File: src/rtl/control.sv
// rtl/control.sv - shared arbitration types, defaults and requester indices
//
// Contents:
//   arb_state_e      : bus arbiter FSM states
//   ARB_NUM_REQ_DEF  : default requester count (from `ARB_NUM_REQ)
//   ARB_TIMEOUT_DEF  : default watchdog limit in BUSY cycles (from `ARB_TIMEOUT)
//   REQ_*            : fixed requester slot assignments on the system bus

`ifndef ARB_NUM_REQ
`define ARB_NUM_REQ 4
`endif

`ifndef ARB_TIMEOUT
`define ARB_TIMEOUT 15
`endif

package control;

  typedef enum logic [1:0] {
    ARB_IDLE = 2'd0,
    ARB_BUSY = 2'd1,
    ARB_TURN = 2'd2
  } arb_state_e;

  localparam int ARB_NUM_REQ_DEF = `ARB_NUM_REQ;
  localparam int ARB_TIMEOUT_DEF = `ARB_TIMEOUT;

  localparam int REQ_MEM = 0;
  localparam int REQ_ALU = 1;
  localparam int REQ_REG = 2;
  localparam int REQ_IO  = 3;

endpackage

File: src/rtl/rr_picker.sv
// rtl/rr_picker.sv - combinational round-robin winner selection
//
// Ports:
//   req    in  NUM_REQ : request vector
//   ptr    in  IDX_W   : index with highest priority this round
//   valid  out 1       : at least one request asserted
//   winner out IDX_W   : first asserted request at or above ptr, wrapping

module rr_picker #(
  parameter int NUM_REQ = 4,
  parameter int IDX_W   = $clog2(NUM_REQ)
) (
  input  logic [NUM_REQ-1:0] req,
  input  logic [IDX_W-1:0]   ptr,
  output logic               valid,
  output logic [IDX_W-1:0]   winner
);

  localparam logic [IDX_W:0] N_EXT = (IDX_W+1)'(NUM_REQ);

  logic [NUM_REQ-1:0] rotated;
  logic [IDX_W-1:0]   first_off;
  logic [IDX_W:0]     sum;

  // Rotate so that bit 0 is the requester at ptr; the doubled copy supplies
  // the wrapped-around upper requesters.
  assign rotated = NUM_REQ'({req, req} >> ptr);
  assign valid   = |rotated;

  // Descending scan: the last hit is the nearest offset from ptr.
  always_comb begin
    first_off = '0;
    for (int off = NUM_REQ - 1; off >= 0; off--) begin
      if (rotated[off]) begin
        first_off = IDX_W'(off);
      end
    end
  end

  assign sum    = {1'b0, ptr} + {1'b0, first_off};
  assign winner = (sum >= N_EXT) ? IDX_W'(sum - N_EXT) : sum[IDX_W-1:0];

endmodule

File: src/rtl/bus_arbiter.sv
// rtl/bus_arbiter.sv - round-robin system bus arbiter with grant watchdog
//
// Ports:
//   clock       in  1                  : system clock, rising edge
//   reset       in  1                  : asynchronous active-low reset
//   req         in  NUM_REQ            : level requests, held until granted
//   done        in  NUM_REQ            : release pulse, honoured only from the owner
//   data_in     in  NUM_REQ*DATA_WIDTH : per-requester drive data, slice i = requester i
//   err_clear   in  1                  : clears timeout_err
//   grant       out NUM_REQ            : registered one-hot grant (or zero)
//   owner       out IDX_W              : current owner index, 0 when not BUSY
//   bus_busy    out 1                  : high while a grant is held
//   bus         out DATA_WIDTH         : owner's data while BUSY, else zero
//   timeout_err out 1                  : sticky watchdog flag
//   err_owner   out IDX_W              : owner revoked by the most recent timeout

module bus_arbiter
  import control::*;
#(
  parameter int NUM_REQ    = ARB_NUM_REQ_DEF,
  parameter int DATA_WIDTH = 8,
  parameter int TIMEOUT    = ARB_TIMEOUT_DEF
) (
  input  logic                          clock,
  input  logic                          reset,
  input  logic [NUM_REQ-1:0]            req,
  input  logic [NUM_REQ-1:0]            done,
  input  logic [NUM_REQ*DATA_WIDTH-1:0] data_in,
  input  logic                          err_clear,
  output logic [NUM_REQ-1:0]            grant,
  output logic [$clog2(NUM_REQ)-1:0]    owner,
  output logic                          bus_busy,
  output logic [DATA_WIDTH-1:0]         bus,
  output logic                          timeout_err,
  output logic [$clog2(NUM_REQ)-1:0]    err_owner
);

  localparam int             IDX_W      = $clog2(NUM_REQ);
  localparam logic [7:0]     LAST_CYCLE = 8'(TIMEOUT - 1);
  localparam logic [IDX_W-1:0] LAST_IDX = IDX_W'(NUM_REQ - 1);

  arb_state_e          state, state_n;
  logic [IDX_W-1:0]    ptr, ptr_n;
  logic [IDX_W-1:0]    owner_n, err_owner_n;
  logic [NUM_REQ-1:0]  grant_n;
  logic [7:0]          count, count_n;
  logic                err_n;
  logic                set_err;
  logic                pick_valid;
  logic [IDX_W-1:0]    pick_winner;
  logic                release_now;

  rr_picker #(
    .NUM_REQ (NUM_REQ),
    .IDX_W   (IDX_W)
  ) u_picker (
    .req    (req),
    .ptr    (ptr),
    .valid  (pick_valid),
    .winner (pick_winner)
  );

  // Owner gives the bus back either explicitly or by dropping its request.
  assign release_now = done[owner] | ~req[owner];

  always_ff @(posedge clock or negedge reset) begin
    if (!reset) begin
      state       <= ARB_IDLE;
      ptr         <= '0;
      count       <= '0;
      grant       <= '0;
      owner       <= '0;
      timeout_err <= 1'b0;
      err_owner   <= '0;
    end else begin
      state       <= state_n;
      ptr         <= ptr_n;
      count       <= count_n;
      grant       <= grant_n;
      owner       <= owner_n;
      timeout_err <= err_n;
      err_owner   <= err_owner_n;
    end
  end

  always_comb begin
    state_n     = state;
    ptr_n       = ptr;
    count_n     = count;
    grant_n     = grant;
    owner_n     = owner;
    err_owner_n = err_owner;
    set_err     = 1'b0;

    case (state)
      ARB_IDLE, ARB_TURN: begin
        if (pick_valid) begin
          state_n              = ARB_BUSY;
          grant_n              = '0;
          grant_n[pick_winner] = 1'b1;
          owner_n              = pick_winner;
          ptr_n                = (pick_winner == LAST_IDX) ? '0 : pick_winner + 1'b1;
          count_n              = '0;
        end else begin
          state_n = ARB_IDLE;
          grant_n = '0;
          owner_n = '0;
        end
      end
      ARB_BUSY: begin
        // Release is checked first so a done on the final allowed cycle
        // ends the grant cleanly without flagging an error.
        if (release_now) begin
          state_n = ARB_TURN;
          grant_n = '0;
          owner_n = '0;
        end else if (count == LAST_CYCLE) begin
          state_n     = ARB_TURN;
          grant_n     = '0;
          owner_n     = '0;
          set_err     = 1'b1;
          err_owner_n = owner;
        end else begin
          count_n = count + 8'd1;
        end
      end
      default: begin
        state_n = ARB_IDLE;
        grant_n = '0;
        owner_n = '0;
      end
    endcase

    // A fresh timeout takes precedence over a simultaneous clear.
    err_n = set_err ? 1'b1 : (err_clear ? 1'b0 : timeout_err);
  end

  assign bus_busy = (state == ARB_BUSY);

  always_comb begin
    bus = '0;
    if (bus_busy) begin
      for (int i = 0; i < NUM_REQ; i++) begin
        if (owner == IDX_W'(i)) begin
          bus = data_in[i*DATA_WIDTH +: DATA_WIDTH];
        end
      end
    end
  end

endmodule
File: config.mk
export PLATFORM = sky130hd
export DESIGN_NAME = bus_arbiter
export DESIGN_NICKNAME = d
export VERILOG_FILES = /design/src/rtl/control.sv /design/src/rtl/rr_picker.sv /design/src/rtl/bus_arbiter.sv
export SDC_FILE = /design/constraint.sdc
export NUM_CORES = 1
export LEC_CHECK = 0
export ABC_AREA = 1
export CAP_MARGIN = 40
export CORE_ASPECT_RATIO = 0.6
export CORE_UTILIZATION = 41
export CTS_CLUSTER_SIZE = 40
export DETAILED_ROUTE_END_ITERATION = 10
export PLACE_DENSITY = 0.77
export SKIP_CTS_REPAIR_TIMING = 1
export SYNTH_ARGS = -nofsm -noshare
export SYNTH_HDL_FRONTEND = slang
export SYNTH_HIERARCHICAL = 1
export SYNTH_SLANG_ARGS = --single-unit
export TNS_END_PERCENT = 100
File: constraint.sdc
create_clock -name clock -period 1.92 [get_ports clock]
set_input_delay 0.384 -clock clock [delete_from_list [all_inputs] [get_ports clock]]
set_output_delay 0.384 -clock clock [all_outputs]
set_load 0.05 [all_outputs]
==> metrics, run 1 <==
outcome finished with violations; failing checks setup timing; worst vdd ir between 1000 and 1500 uV; largest net degree at the start of global routing 22; slowest CP cell dfrtp_2; Area Overhead vs Synth 74.7%; GRT Total Usage 23.0%; clk root buf clkbuf_8; average size of a mapped cell 6.51 um^2; DRC Markers 0; Reg-to-Reg End ptr[1]$_DFFE_PN0P_; Setup Viol. Count Final 9; Mapped Area 1700 um^2; Routed Antenna Nets 0; Syn Inst Count roughly 260; starting DRC count in detailed routing 91; Worst EP arrival 2.25 ns; worst r2r src ptr[0]$_DFFE_PN0P_; minimum setup slack among reg-to-reg paths -0.17 ns; # Max-Cap Violations 0; routed wire length 5410 um; CP dominant cell by count nand3_2; delay-heaviest family, CP simple AND/OR/NAND/NOR gates; CP endpoint ptr[1]$_DFFE_PN0P_; grt total ovfl 0; htree depth 1; cell taking the most area after synthesis dfrtp_1; critical path class flip-flop to flip-flop; Synth area leaders dfrtp_1 31%, nand2_1 18%, nand3_1 10%; ANT cells 0; Final #Nets 402; Synth Net Count 311; crit-path max FO 6; post-synth top area share 30.9%; initial antenna violation count 0; crit end category flip-flop; fin crit period 2.09 ns; row count 17; chip height 51.9 um; Slew @ Worst Pin 0.495 ns; Initial Util around 45%; First-pass DRT Iterations 4; Synth Register Bits 21; DIE WIDTH around 85 um; crit-path cells inv_4, nand2_1, nand3_2, nand3_2, a21boi_1, ha_2, xor2_1, inv_1, nand3_2, nand2_4, inv_2, ha_4, nand2_2, nand2_2; total CTS buffers 3; synth unique cells 23; first-pass GRT wire length 7940 um; HP Class input pin to asynchronous set/reset pin; GPL Wtd Cong 0.821; IO Pins 61; final worst-path cycle share 109%; Setup TNS -0.849 ns; unrepaired setup endpoints after global routing true; clock skew 0.00206 ns; flip-flop and latch area 531 um^2; reg2reg path depth 14; Power Density 1550 nW/um^2; CP startpoint ptr[0]$_DFFE_PN0P_; FMAX 478 MHz; layout cell share with drive strength beyond 1 roughly 34%; multi-input logic area 1230 um^2; register area share after synthesis between 30% and 40%; vias per cell roughly 5.1; vias 2045; maximum clock path buffer count 2; Worst Setup Slack, final -0.173 ns; Final Instance Area 2970 um^2; clock sink total 21; stages on the worst setup path 14; Port Buffers 60; TritonCTS clock tree built; Crit path largest cell delay 0.47 ns; CP Launch Type flip-flop; Final HPWL DP 3860 um; Reg clk slew, reported paths around 0.08 ns; Rel. slew slack 66.9%; clk_lat worst skew roughly 0.26 ns; Hold Violations, Final 0; Core Region 3810 um^2; Leakage 1.39 nW; vias in the first global route 1682; Slew Limit Fails 0; Placed Area 2610 um^2; filler instances 258; DR WL/cell between 10 and 15 um; die area 4420 um^2; Required @ worst endpoint 2.08 ns; Buf+Inv Stages, Crit Path 3; yosys warns 6
-- metal layers --
layer,track usage (%),vias to the layer above,part of all wire (%),routed length [um]
met1,33.6,946,49,2670
met5,0,-,0,0
met4,1.69,0,0,0
met2,37.0,57,46,2490
met3,4.13,0,4.5,242
li1,-,1042,-,-
-- cells in the mapped netlist --
master and n:
nand2_1 82, nand3_1 34, inv_1 27, o21ai_0 24, dfrtp_1 21, nor2_1 19
a21oi_1 10, ha_1 7, inv_2 6, nand4_1 5, buf_2 4, nand3_2 4
nor3_1 4, nand2_2 3, buf_6 2, nor2_4 2, a21boi_1 1, buf_4 1
nand4_4 1, o211ai_1 1, o21ai_2 1, o31ai_1 1, xor2_1 1
-- cells by family (layout without fill, tap and decap cells) --
| kind of cell | count (synthesis) | in the layout | synth area share [%] |
|---|---|---|---|
| AOI/OAI and AO/OA | 38 | 38 | 11.8 |
| xor gates and xnor gates | 1 | 1 | 0.515 |
| adders and majority gates | 7 | 7 | 5.15 |
| buffers and inverters | 40 | 130 | 10.2 |
| DFF | 21 | 21 | 30.9 |
| and+or+nand+nor | 154 | 154 | 41.4 |
-- worst min-delay path by stage --
stage | endpoint | start | cells after the start | slack [ns]
after floorplan | count[0]$_DFFE_PN0P_ | reset | 0 | 0.09
after global placement | timeout_err$_DFFE_PN0P_ | timeout_err$_DFFE_PN0P_ | 2 | 0.51
after detailed placement | timeout_err$_DFFE_PN0P_ | timeout_err$_DFFE_PN0P_ | 2 | 0.52
after CTS | count[2]$_DFFE_PN0P_ | reset | 2 | 0.47
after global routing | timeout_err$_DFFE_PN0P_ | reset | 2 | 0.49
final | count[2]$_DFFE_PN0P_ | reset | 2 | 0.46
-- per-stage QoR --
step                power, mW  hold WS, ns  cells  setup WS, ns  utilization [%]
floorplan                2.52       0.0884    261       -0.0146                -
global placement         3.57        0.513    380        -0.458             68.6
detailed placement       3.64        0.518    380        -0.581             68.6
CTS                      3.94        0.467    384        -0.302             69.8
global route             4.91        0.485    398        -0.258             78.0
finish                   4.61        0.459    398        -0.173             78.0
-- final cells by class --
| type | instances | area share [%] |
|---|---|---|
| Multi-Input combinational cell | 200 | 41.5 |
| Timing Repair Buffer | 92 | 32.2 |
| Inverter | 33 | 4.68 |
| Timing Repair inverter | 1 | 0.168 |
| Tap cell | 47 | 1.98 |
| Clock buffer | 3 | 1.39 |
| Clock inverter | 1 | 0.168 |
| Sequential cell | 21 | 17.9 |
-- where the power goes --
group / leakage, nW / switching (mW) / internal [mW]
Combinational: 1.10 / 2.06 / 1.55
Clock: 0.0255 / 0.150 / 0.145
Sequential: 0.265 / 0.150 / 0.558
-- placed cells by master (no fill, tap or decap), types with 2 or more instances in the layout --
master	Yosys	routed
o21ai_0	24	7
nor2_2	0	2
buf_12	0	9
dfrtp_1	21	17
a21oi_1	10	4
clkinv_2	0	2
nor2_4	2	3
dfrtp_2	0	4
o21ai_2	1	8
inv_4	0	2
nor3_1	4	4
nand2_1	82	67
buf_6	2	5
inv_2	6	5
a21oi_4	0	6
ha_1	7	4
o21ai_1	0	9
buf_4	1	30
dlymetal6s2s_1	0	4
nand2_4	0	2
ha_2	0	2
nand4_1	5	5
clkbuf_8	0	3
inv_1	27	24
nor2_1	19	16
clkdlybuf4s50_1	0	43
clkinv_4	0	2
nand3_2	4	14
nand2_2	3	16
nand3_1	34	24
-- state kept, by name, indices dropped and copies added, names as in the netlist --
signal,flops
state,2
ptr,2
owner,2
grant,4
timeout_err,1
count,8
err_owner,2
Note: power is estimated with default switching activity, not from simulation.
==> inputs of run 2 (changes only) <==
- CORE_MARGIN: unset -> 10
==> metrics, run 2 (same netlist as run 1, synthesis figures left out) <==
total CTS buffers 3; Setup Viol. Count Final 10; slowest CP cell dfrtp_2; TritonCTS clock tree built; final worst-path cycle share 111%; # Max-Cap Violations 0; fin crit period 2.13 ns; Routed Antenna Nets 0; vias per cell 5.12; Core Region 4050 um^2; clk root buf clkbuf_8; Largest Register count; Hold Violations, Final 0; unrepaired setup endpoints after global routing true; total power 4.72 mW; FMAX 470 MHz; chip height 69.9 um; Slew @ Worst Pin 0.524 ns; First-pass DRT Iterations 4; first-pass GRT wire length 8870 um; vias in the first global route 1832; total placed cells including tap cells 383; clk_lat worst skew 0.27 ns; clock skew 0.00720 ns; GPL Wtd Cong approximately 0.91; Final Instance Count excl. Fillers 401; crit-path cells inv_4, nand2_2, nand3_2, nand2_2, nand3_2, a21boi_2, ha_2, xor2_1, inv_1, nand3_2, nand2_4, buf_4, buf_4, nand2_1, o21ai_1; Reg-to-Reg End owner[1]$_DFFE_PN0P_; filler instances 292; CP Launch Type flip-flop; Final #Nets 402; DIE WIDTH 103 um; worst r2r src ptr[0]$_DFFE_PN0P_; largest net degree at the start of global routing 22; crit-path max FO 7; htree depth 1; starting DRC count in detailed routing ~110; DRC Markers 0; commonest non-fill, non-tap cell in the layout nand2_1; ANT cells 0; outcome finished with violations; flip-flop and latch area 531 um^2; biggest regs count (8), grant (4); multi-input logic area 1290 um^2; layout cell share with drive strength beyond 1 36.8%; CP endpoint owner[1]$_DFFE_PN0P_; minimum setup slack among reg-to-reg paths -0.21 ns; grt total ovfl 0; Final HPWL DP roughly 4400 um; IO Pins a little over 60; Area Overhead vs Synth 77.3%; crit end category flip-flop; Reg clk slew, reported paths 0.08 ns; routed wire length ~6200 um; Initial Util 41.9%; Worst EP arrival 2.28 ns; Crit path largest cell delay 0.48 ns; critical path class flip-flop to flip-flop; row count 18; vias 2054; Port Buffers 60; Rel. slew slack between 60% and 70%; maximum clock path buffer count 2; Slew Limit Fails 0; final hold slack ~0.46 ns; failing checks setup timing; GRT Total Usage 14.8%; initial antenna violation count 0; Placed Area 2610 um^2; HP Class input pin to asynchronous set/reset pin; CP dominant cell by count nand3_2; max reg flops 8; worst vdd ir between 1000 and 1500 uV; die area 7210 um^2; CP startpoint ptr[0]$_DFFE_PN0P_; Worst Setup Slack, final -0.209 ns; DR WL/cell 15.5 um; reg2reg path depth 15; clock sink total 21; Power Density 1570 nW/um^2; pre-CTS WS -0.556 ns; Required @ worst endpoint 2.07 ns; most frequent cells in the layout 66 x nand2_1, 40 x clkdlybuf4s50_1, 34 x buf_4; Leakage 1.42 nW; Final Instance Area 3010 um^2
run 2: worst min path at each step:
| stage | startpoint | endpoint | slack (ns) | depth (start not counted) |
|---|---|---|---|---|
| 3_3_place_gp | timeout_err$_DFFE_PN0P_ | timeout_err$_DFFE_PN0P_ | 0.51 | 2 |
| 5_1_grt | reset | state[1]$_DFFE_PN0P_ | 0.49 | 2 |
| 3_5_place_dp | timeout_err$_DFFE_PN0P_ | timeout_err$_DFFE_PN0P_ | 0.51 | 2 |
| 4_1_cts | reset | state[1]$_DFFE_PN0P_ | 0.47 | 2 |
| 6_report | reset | state[1]$_DFFE_PN0P_ | 0.46 | 2 |
| 2_1_floorplan | reset | count[0]$_DFFE_PN0P_ | 0.09 | 0 |
run 2: metal layers:
layer / global-route usage (%) / routed length [um] / up-vias
met1: 21.1 / 2870 / 957
met4: 1.54 / 28 / 0
li1: - / - / 1025
met2: 22.4 / 2950 / 65
met5: 0 / 0 / -
met3: 3.73 / 370 / 7
run 2: through the flow:
step / utilization [%] / TNS (ns)
floorplan: - / -0.0146
global placement: 64.4 / -2.96
detailed placement: 64.4 / -3.94
CTS: 65.6 / -2.25
global route: 74.4 / -2.86
finish: 74.4 / -1.38
run 2: final cells by class:
type / instances / share of cell area (%)
clock buffer: 3 / 1.37
multi-input combinational: 200 / 42.7
clock inverter: 1 / 0.249
tap: 50 / 2.08
sequential: 21 / 17.6
inverter: 33 / 4.52
timing repair buffer: 93 / 31.5
run 2: worst max-delay path, delay by kind of cell, from the launching register on:
kind                     cells  cell delay (ns)
AO/OA/AOI/OAI                2             0.21
XOR/XNOR                     1             0.19
adder cells (fa/ha/maj)      1             0.18
buffers and inverters        4             0.40
flip-flops                   1             0.48
AND/OR/NAND/NOR              7             0.54
run 2: report_power, final:
group	total, mW	internal, mW	switching (mW)	leakage, nW
Clock	0.297	0.147	0.150	0.0217
Combinational	3.71	1.57	2.14	1.13
Sequential	0.708	0.558	0.150	0.265
